## src/rtl/alu_controller.sv

```systemverilog
// Instruction-sequencing controller for the ALU datapath: accepts one 16-bit instruction
// per valid/ready handshake and issues read, load, execute and write-back strobes in order.
module alu_controller (
  input  logic        clk,
  input  logic        reset,
  input  logic        in_valid,
  input  logic [15:0] instr,
  output logic        in_ready,
  output logic [2:0]  readnum,
  output logic [2:0]  writenum,
  output logic        write,
  output logic        loada,
  output logic        loadb,
  output logic        loadc,
  output logic        loads,
  output logic        asel,
  output logic        bsel,
  output logic [1:0]  vsel,
  output logic [1:0]  ALUop,
  output logic [1:0]  shift,
  output logic [15:0] sximm8,
  output logic        done,
  output logic        illegal
);

  typedef enum logic [2:0] {
    S_IDLE,
    S_DECODE,
    S_GETA,
    S_GETB,
    S_EXEC,
    S_WREG,
    S_WIMM
  } state_e;

  typedef enum logic [2:0] {
    K_MOV_IMM,
    K_MOV_REG,
    K_ADD,
    K_CMP,
    K_AND,
    K_MVN,
    K_ILLEGAL
  } kind_e;

  localparam logic [1:0] VSEL_C      = 2'b00;
  localparam logic [1:0] VSEL_SXIMM8 = 2'b10;

  // Classifies an instruction word by its opcode[15:13] / op[12:11] pair.
  function automatic kind_e decode(input logic [15:0] w);
    kind_e k;
    case ({w[15:13], w[12:11]})
      5'b110_10: k = K_MOV_IMM;
      5'b110_00: k = K_MOV_REG;
      5'b101_00: k = K_ADD;
      5'b101_01: k = K_CMP;
      5'b101_10: k = K_AND;
      5'b101_11: k = K_MVN;
      default:   k = K_ILLEGAL;
    endcase
    return k;
  endfunction

  state_e      state_q, state_d;
  logic [15:0] ir_q, ir_d;
  kind_e       kind_q, kind_d;
  logic        accept;

  logic        in_ready_q, in_ready_d;
  logic [2:0]  readnum_q, readnum_d;
  logic [2:0]  writenum_q, writenum_d;
  logic        write_q, write_d;
  logic        loada_q, loada_d;
  logic        loadb_q, loadb_d;
  logic        loadc_q, loadc_d;
  logic        loads_q, loads_d;
  logic        asel_q, asel_d;
  logic [1:0]  vsel_q, vsel_d;
  logic [1:0]  aluop_q, aluop_d;
  logic [1:0]  shift_q, shift_d;
  logic [15:0] sximm8_q, sximm8_d;
  logic        done_q, done_d;
  logic        illegal_q, illegal_d;

  assign kind_q = decode(ir_q);
  assign accept = in_valid & in_ready_q;

  // Next state and instruction register.
  always_comb begin
    state_d = state_q;
    ir_d    = ir_q;
    case (state_q)
      S_IDLE: begin
        if (accept) begin
          ir_d    = instr;
          state_d = S_DECODE;
        end
      end
      S_DECODE: begin
        case (kind_q)
          K_MOV_IMM:               state_d = S_WIMM;
          K_MOV_REG, K_MVN:        state_d = S_GETB;
          K_ADD, K_CMP, K_AND:     state_d = S_GETA;
          default:                 state_d = S_IDLE;
        endcase
      end
      S_GETA:  state_d = S_GETB;
      S_GETB:  state_d = S_EXEC;
      S_EXEC:  state_d = (kind_q == K_CMP) ? S_IDLE : S_WREG;
      S_WREG:  state_d = S_IDLE;
      S_WIMM:  state_d = S_IDLE;
      default: state_d = S_IDLE;
    endcase
  end

  // Moore outputs are computed from the upcoming state and IR so that the
  // registered copies line up exactly with the state they belong to.
  assign kind_d = decode(ir_d);

  always_comb begin
    in_ready_d = (state_d == S_IDLE);
    readnum_d  = (state_d == S_GETB) ? ir_d[2:0] : ir_d[10:8];
    writenum_d = (state_d == S_WIMM) ? ir_d[10:8] : ir_d[7:5];
    aluop_d    = ir_d[12:11];
    shift_d    = ir_d[4:3];
    sximm8_d   = {{8{ir_d[7]}}, ir_d[7:0]};
    write_d    = 1'b0;
    loada_d    = 1'b0;
    loadb_d    = 1'b0;
    loadc_d    = 1'b0;
    loads_d    = 1'b0;
    asel_d     = 1'b0;
    vsel_d     = VSEL_C;
    done_d     = 1'b0;
    illegal_d  = 1'b0;
    case (state_d)
      S_DECODE: begin
        if (kind_d == K_ILLEGAL) begin
          done_d    = 1'b1;
          illegal_d = 1'b1;
        end
      end
      S_GETA: loada_d = 1'b1;
      S_GETB: loadb_d = 1'b1;
      S_EXEC: begin
        if (kind_d == K_CMP) begin
          loads_d = 1'b1;
          done_d  = 1'b1;
        end else begin
          loadc_d = 1'b1;
        end
        // MOV reg and MVN only use B; forcing A to 0 makes ADD pass B through.
        asel_d = (kind_d == K_MOV_REG) || (kind_d == K_MVN);
      end
      S_WREG: begin
        write_d = 1'b1;
        vsel_d  = VSEL_C;
        done_d  = 1'b1;
      end
      S_WIMM: begin
        write_d = 1'b1;
        vsel_d  = VSEL_SXIMM8;
        done_d  = 1'b1;
      end
      default: ;
    endcase
  end

  // NOTE: sequential state uses non-blocking assignments so every flop samples
  // the pre-edge values, independent of statement order.
  always_ff @(posedge clk or posedge reset) begin
    if (reset) begin
      state_q    <= S_IDLE;
      ir_q       <= '0;
      in_ready_q <= 1'b1;
      readnum_q  <= '0;
      writenum_q <= '0;
      write_q    <= 1'b0;
      loada_q    <= 1'b0;
      loadb_q    <= 1'b0;
      loadc_q    <= 1'b0;
      loads_q    <= 1'b0;
      asel_q     <= 1'b0;
      vsel_q     <= '0;
      aluop_q    <= '0;
      shift_q    <= '0;
      sximm8_q   <= '0;
      done_q     <= 1'b0;
      illegal_q  <= 1'b0;
    end else begin
      state_q    <= state_d;
      ir_q       <= ir_d;
      in_ready_q <= in_ready_d;
      readnum_q  <= readnum_d;
      writenum_q <= writenum_d;
      write_q    <= write_d;
      loada_q    <= loada_d;
      loadb_q    <= loadb_d;
      loadc_q    <= loadc_d;
      loads_q    <= loads_d;
      asel_q     <= asel_d;
      vsel_q     <= vsel_d;
      aluop_q    <= aluop_d;
      shift_q    <= shift_d;
      sximm8_q   <= sximm8_d;
      done_q     <= done_d;
      illegal_q  <= illegal_d;
    end
  end

  assign in_ready = in_ready_q;
  assign readnum  = readnum_q;
  assign writenum = writenum_q;
  assign write    = write_q;
  assign loada    = loada_q;
  assign loadb    = loadb_q;
  assign loadc    = loadc_q;
  assign loads    = loads_q;
  assign asel     = asel_q;
  assign bsel     = 1'b0;
  assign vsel     = vsel_q;
  assign ALUop    = aluop_q;
  assign shift    = shift_q;
  assign sximm8   = sximm8_q;
  assign done     = done_q;
  assign illegal  = illegal_q;

endmodule

```

## config.mk

```make
export PLATFORM = sky130hd
export DESIGN_NAME = alu_controller
export DESIGN_NICKNAME = d
export VERILOG_FILES = /design/src/rtl/alu_controller.sv
export SDC_FILE = /design/constraint.sdc
export NUM_CORES = 1
export LEC_CHECK = 0
export CAP_MARGIN = 40
export CORE_MARGIN = 2
export CORE_UTILIZATION = 44
export CTS_CLUSTER_SIZE = 25
export DETAILED_ROUTE_END_ITERATION = 10
export PLACE_DENSITY = 0.85
export SLEW_MARGIN = 15
export SYNTH_ARGS = -nofsm -noshare
export SYNTH_HDL_FRONTEND = slang
export SYNTH_SLANG_ARGS = --single-unit
```

## constraint.sdc

```tcl
create_clock -name clk -period 1.85 [get_ports clk]
set_clock_uncertainty 0.05 [all_clocks]
set_input_delay 0.37 -clock clk [delete_from_list [all_inputs] [get_ports clk]]
set_output_delay 0.37 -clock clk [all_outputs]
set_load 0.02 [all_outputs]
```

==> implementation parameters <==
Parameter                              Value

Outcome
  Outcome    finished, final reports clean

Logic synthesis
  Portion of the post-synthesis area used by sequential elements    0.540
  Largest area contributor in the netlist    sky130_fd_sc_hd__dfrtp_1
  Mean instance size in the synthesized netlist    around 12 sq um
  Post-synthesis instance total    135
  FF+latch count, synth    35
  Area of the mapped netlist    about 1600 sq um
  Warnings from Yosys    0
  Most area-consuming cells after synthesis    sky130_fd_sc_hd__dfrtp_1 52%, sky130_fd_sc_hd__mux2i_1 11%, sky130_fd_sc_hd__buf_4 11%
  Share of the synthesized area in the top cell type    0.523
  Number of distinct library cells after synthesis    30

STA
  Final worst-path cycle share    0.971
  Final Hold Fails    0
  Setup-failing EPs final    0
  Fin worst setup slack    roughly 0.054 ns
  Min Clock Period, post-route    around 1.8 ns
  Max Transition Viols Final    0
  Top achievable clock speed    between 0.5 and 0.6 GHz

Finish
  Synthesis-to-layout area growth    36.0%
  Final design area excluding fillers    between 2000 and 2500 sq um
  Share of layout cells above drive strength 1    0.173
  Number of antenna repair diodes    0
  # fillers    around 290
  # nets final    197

Drt
  Drt initial violations    31
  First-pass iteration count of the detailed router    4
  Number of design rule violations left after detail routing    0
  Total number of vias    ~1100
  Number of vias per cell    between 4 and 5
  Final WL    between 3000 and 4000 um
  Antenna viol nets, final    0
  Wire length per cell after detailed routing    14.0 um

Clock network
  Number of buffers created by CTS    5
  Clock tree from TritonCTS    done
  Buffer depth of the longest clock path    2
  Clock-pin slew on the worst setup and hold paths    ~0.070 ns
  Clk sink count    35
  CTS H-Tree Depth    2
  CTS root buffer    sky130_fd_sc_hd__clkbuf_8
  Post-CTS Setup Bufs    0
  Count of hold buffers inserted by post-cts repair    0
  # resized after CTS    6
  Skew-Pair Late Insertion Delay    0.29 ns

Global routing
  Total track usage    0.165
  Antenna violations before repair    0
  Vias in the first global route    1100
  Maximum number of pins on one net before global-route repair    36
  First-pass GRT wire length    5050 um
  Total congestion overflow after global routing    0

Worst setup path
  Ordered cell list for the critical path    clkdlybuf4s50_1
  Critical path arrival    1.38 ns
  CP Buf/Inv Count    1
  Dominant delay contributor by cell family on the critical path    buffers and inverters
  Critical path fanouts, max    5
  CP Launch Type    register
  Critical Path RT    around 1.4 ns
  Critical Path Max Stage Delay    between 0.6 and 0.7 ns
  Master of the slowest instance on the critical path    sky130_fd_sc_hd__clkdlybuf4s50_1
  CP endpoint kind    primary output
  Category of the most critical setup path    reg -> out

Power
  Static Leak    1.09 nW
  Total power density per cell area    between 1500 and 2000 nW/um^2
  Total design power    between 0.003 and 0.004 W
  Maximum vdd ir drop    ~0.00081 V

Die
  Horiz. Die Dim    around 65 um
  Top-level I/O count    57
  Row count    22
  Core area    roughly 3600 sq um
  Height of the die    about 65 um
  Initial Util    0.451
  Die area    around 4200 sq um

Place
  Count of buffers from port buffering    54
  Cell area after placement    about 2100 sq um
  Weighted congestion reported at the end of routability-driven placement    0.835
  Worst slack at placement    -0.0956 ns
  Half-perimeter wire length after detailed placement    around 2300 um

Hold path
  Tightest Hold Check Type    in -> async

Flow run
  Number of maximum-capacitance violations    0
[synthesized netlist by cell type]
cell and count:
sky130_fd_sc_hd__nand2b_1 2, sky130_fd_sc_hd__nor2b_1 1, sky130_fd_sc_hd__nor3_1 1, sky130_fd_sc_hd__nand4_2 1, sky130_fd_sc_hd__nand2_1 4, sky130_fd_sc_hd__inv_1 14, sky130_fd_sc_hd__a21oi_1 1, sky130_fd_sc_hd__a211o_1 1
sky130_fd_sc_hd__mux2_2 7, sky130_fd_sc_hd__dfstp_2 1, sky130_fd_sc_hd__nor4bb_1 2, sky130_fd_sc_hd__or3b_1 1, sky130_fd_sc_hd__dfrtp_1 34, sky130_fd_sc_hd__or3_1 1, sky130_fd_sc_hd__buf_6 1, sky130_fd_sc_hd__o21ai_0 2
sky130_fd_sc_hd__and2_1 1, sky130_fd_sc_hd__and4b_1 2, sky130_fd_sc_hd__a21oi_2 2, sky130_fd_sc_hd__buf_2 1, sky130_fd_sc_hd__nor4_1 1, sky130_fd_sc_hd__nor3b_1 2, sky130_fd_sc_hd__mux2i_1 18, sky130_fd_sc_hd__nor2_1 4
sky130_fd_sc_hd__buf_4 23, sky130_fd_sc_hd__nand3b_1 2, sky130_fd_sc_hd__nand3_1 2, sky130_fd_sc_hd__o311ai_2 1, sky130_fd_sc_hd__and4bb_2 1, sky130_fd_sc_hd__conb_1 1
[sequential cells by signal (all words and copies together), names as in the netlist]
signal / cells
ALUop: 1
asel: 1
done: 1
illegal: 1
in_ready: 1
ir_q: 8
loada: 1
loadb: 1
loadc: 1
loads: 1
readnum: 3
state_q: 3
sximm8: 7
vsel: 1
write: 1
writenum: 3
[power breakdown]
part	leakage, nW	total, W	switching (W)	internal (W)
Sequential	0.431	0.00134	0.000236	0.00110
Combinational	0.615	0.00193	0.000984	0.000949
Clock	0.0477	0.000518	0.000261	0.000257
Total	1.09	0.00379	0.00148	0.00231
[cells by family after synthesis]
logic type | share of synthesized area
and+or+nand+nor | 0.115
muxes | 0.159
DFF | 0.540
buffers and inverters | 0.149
AOI/OAI and AO/OA | 0.0354
other | 0.00231
[worst paths after layout]
path	start	cells after the start	slack, ns	end
worst max-delay path	ALUop[0]$_DFF_PP0_	1	0.05	ALUop[0]
worst min-delay path	reset	3	0.38	loadb$_DFF_PP0_
worst max register to register	state_q[0]$_DFF_PP0_	5	0.09	readnum[1]$_DFF_PP0_
worst min register to register	sximm8[5]$_DFF_PP0_	2	0.47	sximm8[5]$_DFF_PP0_
max in group asynchronous	reset	3	1.12	in_ready$_DFF_PP1_
min in group clk	sximm8[5]$_DFF_PP0_	2	0.47	sximm8[5]$_DFF_PP0_
[cell type report]
cell class | instances | area [sq um] | area share
timing repair buffer | 60 | 617 | 0.279
multi-input combinational | 62 | 519 | 0.235
inverter | 14 | 52.6 | 0.0238
clock inverter | 3 | 15.0 | 0.00679
clock buffer | 5 | 68.8 | 0.0311
sequential | 35 | 878 | 0.397
tap | 48 | 60.1 | 0.0272
[per-layer routing]
| layer | vias up | global-route usage | part of all wire |
|---|---|---|---|
| met5 | - | 0 | 0 |
| met4 | 0 | 0.0878 | 0.019 |
| met3 | 7 | 0.0642 | 0.063 |
| met2 | 33 | 0.264 | 0.52 |
| met1 | 529 | 0.190 | 0.40 |
| li1 | 512 | - | - |
[placed cells by master (no fill, tap or decap)]
cell and count:
sky130_fd_sc_hd__a211o_1 1, sky130_fd_sc_hd__dfstp_2 1, sky130_fd_sc_hd__conb_1 2, sky130_fd_sc_hd__o311ai_2 1, sky130_fd_sc_hd__nor3b_1 2, sky130_fd_sc_hd__and4b_2 1, sky130_fd_sc_hd__o21ai_0 2, sky130_fd_sc_hd__nor3_1 1
sky130_fd_sc_hd__dlygate4sd2_1 5, sky130_fd_sc_hd__clkinv_2 3, sky130_fd_sc_hd__mux2_2 7, sky130_fd_sc_hd__nor2_1 4, sky130_fd_sc_hd__nor4_1 1, sky130_fd_sc_hd__nor4bb_1 2, sky130_fd_sc_hd__or3_1 1, sky130_fd_sc_hd__dfrtp_1 33
sky130_fd_sc_hd__clkdlybuf4s50_1 44, sky130_fd_sc_hd__buf_12 2, sky130_fd_sc_hd__and4b_1 1, sky130_fd_sc_hd__and4bb_2 1, sky130_fd_sc_hd__nand2b_1 2, sky130_fd_sc_hd__nand3b_1 2, sky130_fd_sc_hd__and2_1 1, sky130_fd_sc_hd__nand3_1 2
sky130_fd_sc_hd__nand4_2 1, sky130_fd_sc_hd__mux2i_1 16, sky130_fd_sc_hd__a21oi_2 2, sky130_fd_sc_hd__a21oi_1 1, sky130_fd_sc_hd__clkbuf_8 5, sky130_fd_sc_hd__dfrtp_2 1, sky130_fd_sc_hd__buf_4 4, sky130_fd_sc_hd__dlymetal6s2s_1 5
sky130_fd_sc_hd__nor2b_1 1, sky130_fd_sc_hd__inv_1 14, sky130_fd_sc_hd__or3b_1 1, sky130_fd_sc_hd__mux2i_2 2, sky130_fd_sc_hd__nand2_1 4
[per-stage QoR]
stage / instances / utilization / hold slack, ns / TNS (ns)
after floorplan: 136 / - / 0.414 / 0
after global placement: 219 / 0.585 / 0.434 / -0.193
after detailed placement: 219 / 0.585 / 0.437 / -0.557
after CTS: 227 / 0.607 / 0.388 / 0
after global routing: 227 / 0.613 / 0.403 / -0.00215
final: 227 / 0.613 / 0.377 / 0
No activity file was read; power rests on OpenSTA's default activity.
==> variant (config.mk and constraints unchanged) <==
Re-encode `state_e` (7 states) as one-hot, 7 bits wide.
--- a/src/rtl/alu_controller.sv
+++ b/src/rtl/alu_controller.sv
@@ -23,14 +23,14 @@
   output logic        illegal
 );
 
-  typedef enum logic [2:0] {
-    S_IDLE,
-    S_DECODE,
-    S_GETA,
-    S_GETB,
-    S_EXEC,
-    S_WREG,
-    S_WIMM
+  typedef enum logic [6:0] {
+    S_IDLE   = 7'b0000001,
+    S_DECODE = 7'b0000010,
+    S_GETA   = 7'b0000100,
+    S_GETB   = 7'b0001000,
+    S_EXEC   = 7'b0010000,
+    S_WREG   = 7'b0100000,
+    S_WIMM   = 7'b1000000
   } state_e;
 
   typedef enum logic [2:0] {
Function: no difference found for any inputs over 10 cycles, from zero or initial values and one cycle with reset high; not proved beyond that.
==> variant against the unedited design <==
The run now ends with setup timing left. Area after synthesis rose by 17%. Cell count rose by 34%. Total power rose by 11%. Sequential cell count rose by 4. Setup slack got worse by 0.13 ns. Design area rose by 22%. Count of clock-buffer cells in the layout rose by 1. Wire length rose by 43%. Critical endpoint is now loadc.
==> variant: results <==
{
  "seq_area_um2": 978,
  "worstPathArrival_ns": 2.07,
  "yosysSeqAreaShare_pct": 51.4,
  "fillers": 334,
  "synth_common_cells": "nand2_1 (49), dfrtp_1 (37), buf_4 (25), o21ai_0 (10), inv_1 (8)",
  "cpPeakStageDelay_ns": 0.47,
  "crit_family": "simple AND/OR/NAND/NOR gates",
  "ys_top_cells_by_area": "dfrtp_1 (49%), buf_4 (9.9%), nand2_1 (9.7%)",
  "clkCellAreaFrac_pct": 4.91,
  "postPlaceCellArea_mm2": 0.00243,
  "slowest_stage": "or4_4",
  "path_max_fanout": 3,
  "design.seq.count": 39,
  "met3_usage_pct": 5.52,
  "vias": 1592,
  "setup_viol": 4,
  "outcome": "complete, but fails checks",
  "inv_count": 9,
  "dpl.hpwl_um": 3190,
  "dr_wl_met3_um": 228,
  "setup_slack_ns": -0.0777,
  "violations": "setup timing",
  "ir_worst_vdd_uv": 772,
  "tns_ns": -0.234,
  "vias_per_cell": 5.22,
  "buffer_area_share_pct": 27.2,
  "grt_pass1_vias": 1551,
  "r2r-start": "state_q[5]",
  "gr-usage-met1_pct": 25.3,
  "p_int_mw": 2.60,
  "syn_avg_cell_area_um2": 9.47,
  "multi_input_area_share_pct": 27.9
}
## variant: how the worst min path moves through the flow
| stage | cells past startpoint | start | endpoint | slack [ns] |
|---|---|---|---|---|
| 6_report | 3 | reset | ir_q[7] | 0.38 |
| 5_1_grt | 3 | reset | write | 0.40 |
| 4_1_cts | 3 | reset | ir_q[7] | 0.38 |
| 3_5_place_dp | 2 | sximm8[6] | sximm8[6] | 0.44 |
| 3_3_place_gp | 2 | ir_q[10] | ir_q[10] | 0.44 |
| 2_1_floorplan | 2 | ir_q[10] | ir_q[10] | 0.41 |
## variant: logic make-up after synthesis
logic type | synth area share (%)
AOI/OAI and AO/OA | 9.07
and+or+nand+nor | 23.6
other | 0.197
buffers and inverters | 12.4
DFF | 51.4
muxes | 2.89
xor gates and xnor gates | 0.460
## variant: what timing repair did
item,in CTS,in global routing
resized for setup,16,19
pin swaps,0,3
gates cloned,1,0
endpoints found under the setup margin,16,23
hold endpoints to repair,0,0
buffers inserted,4,2
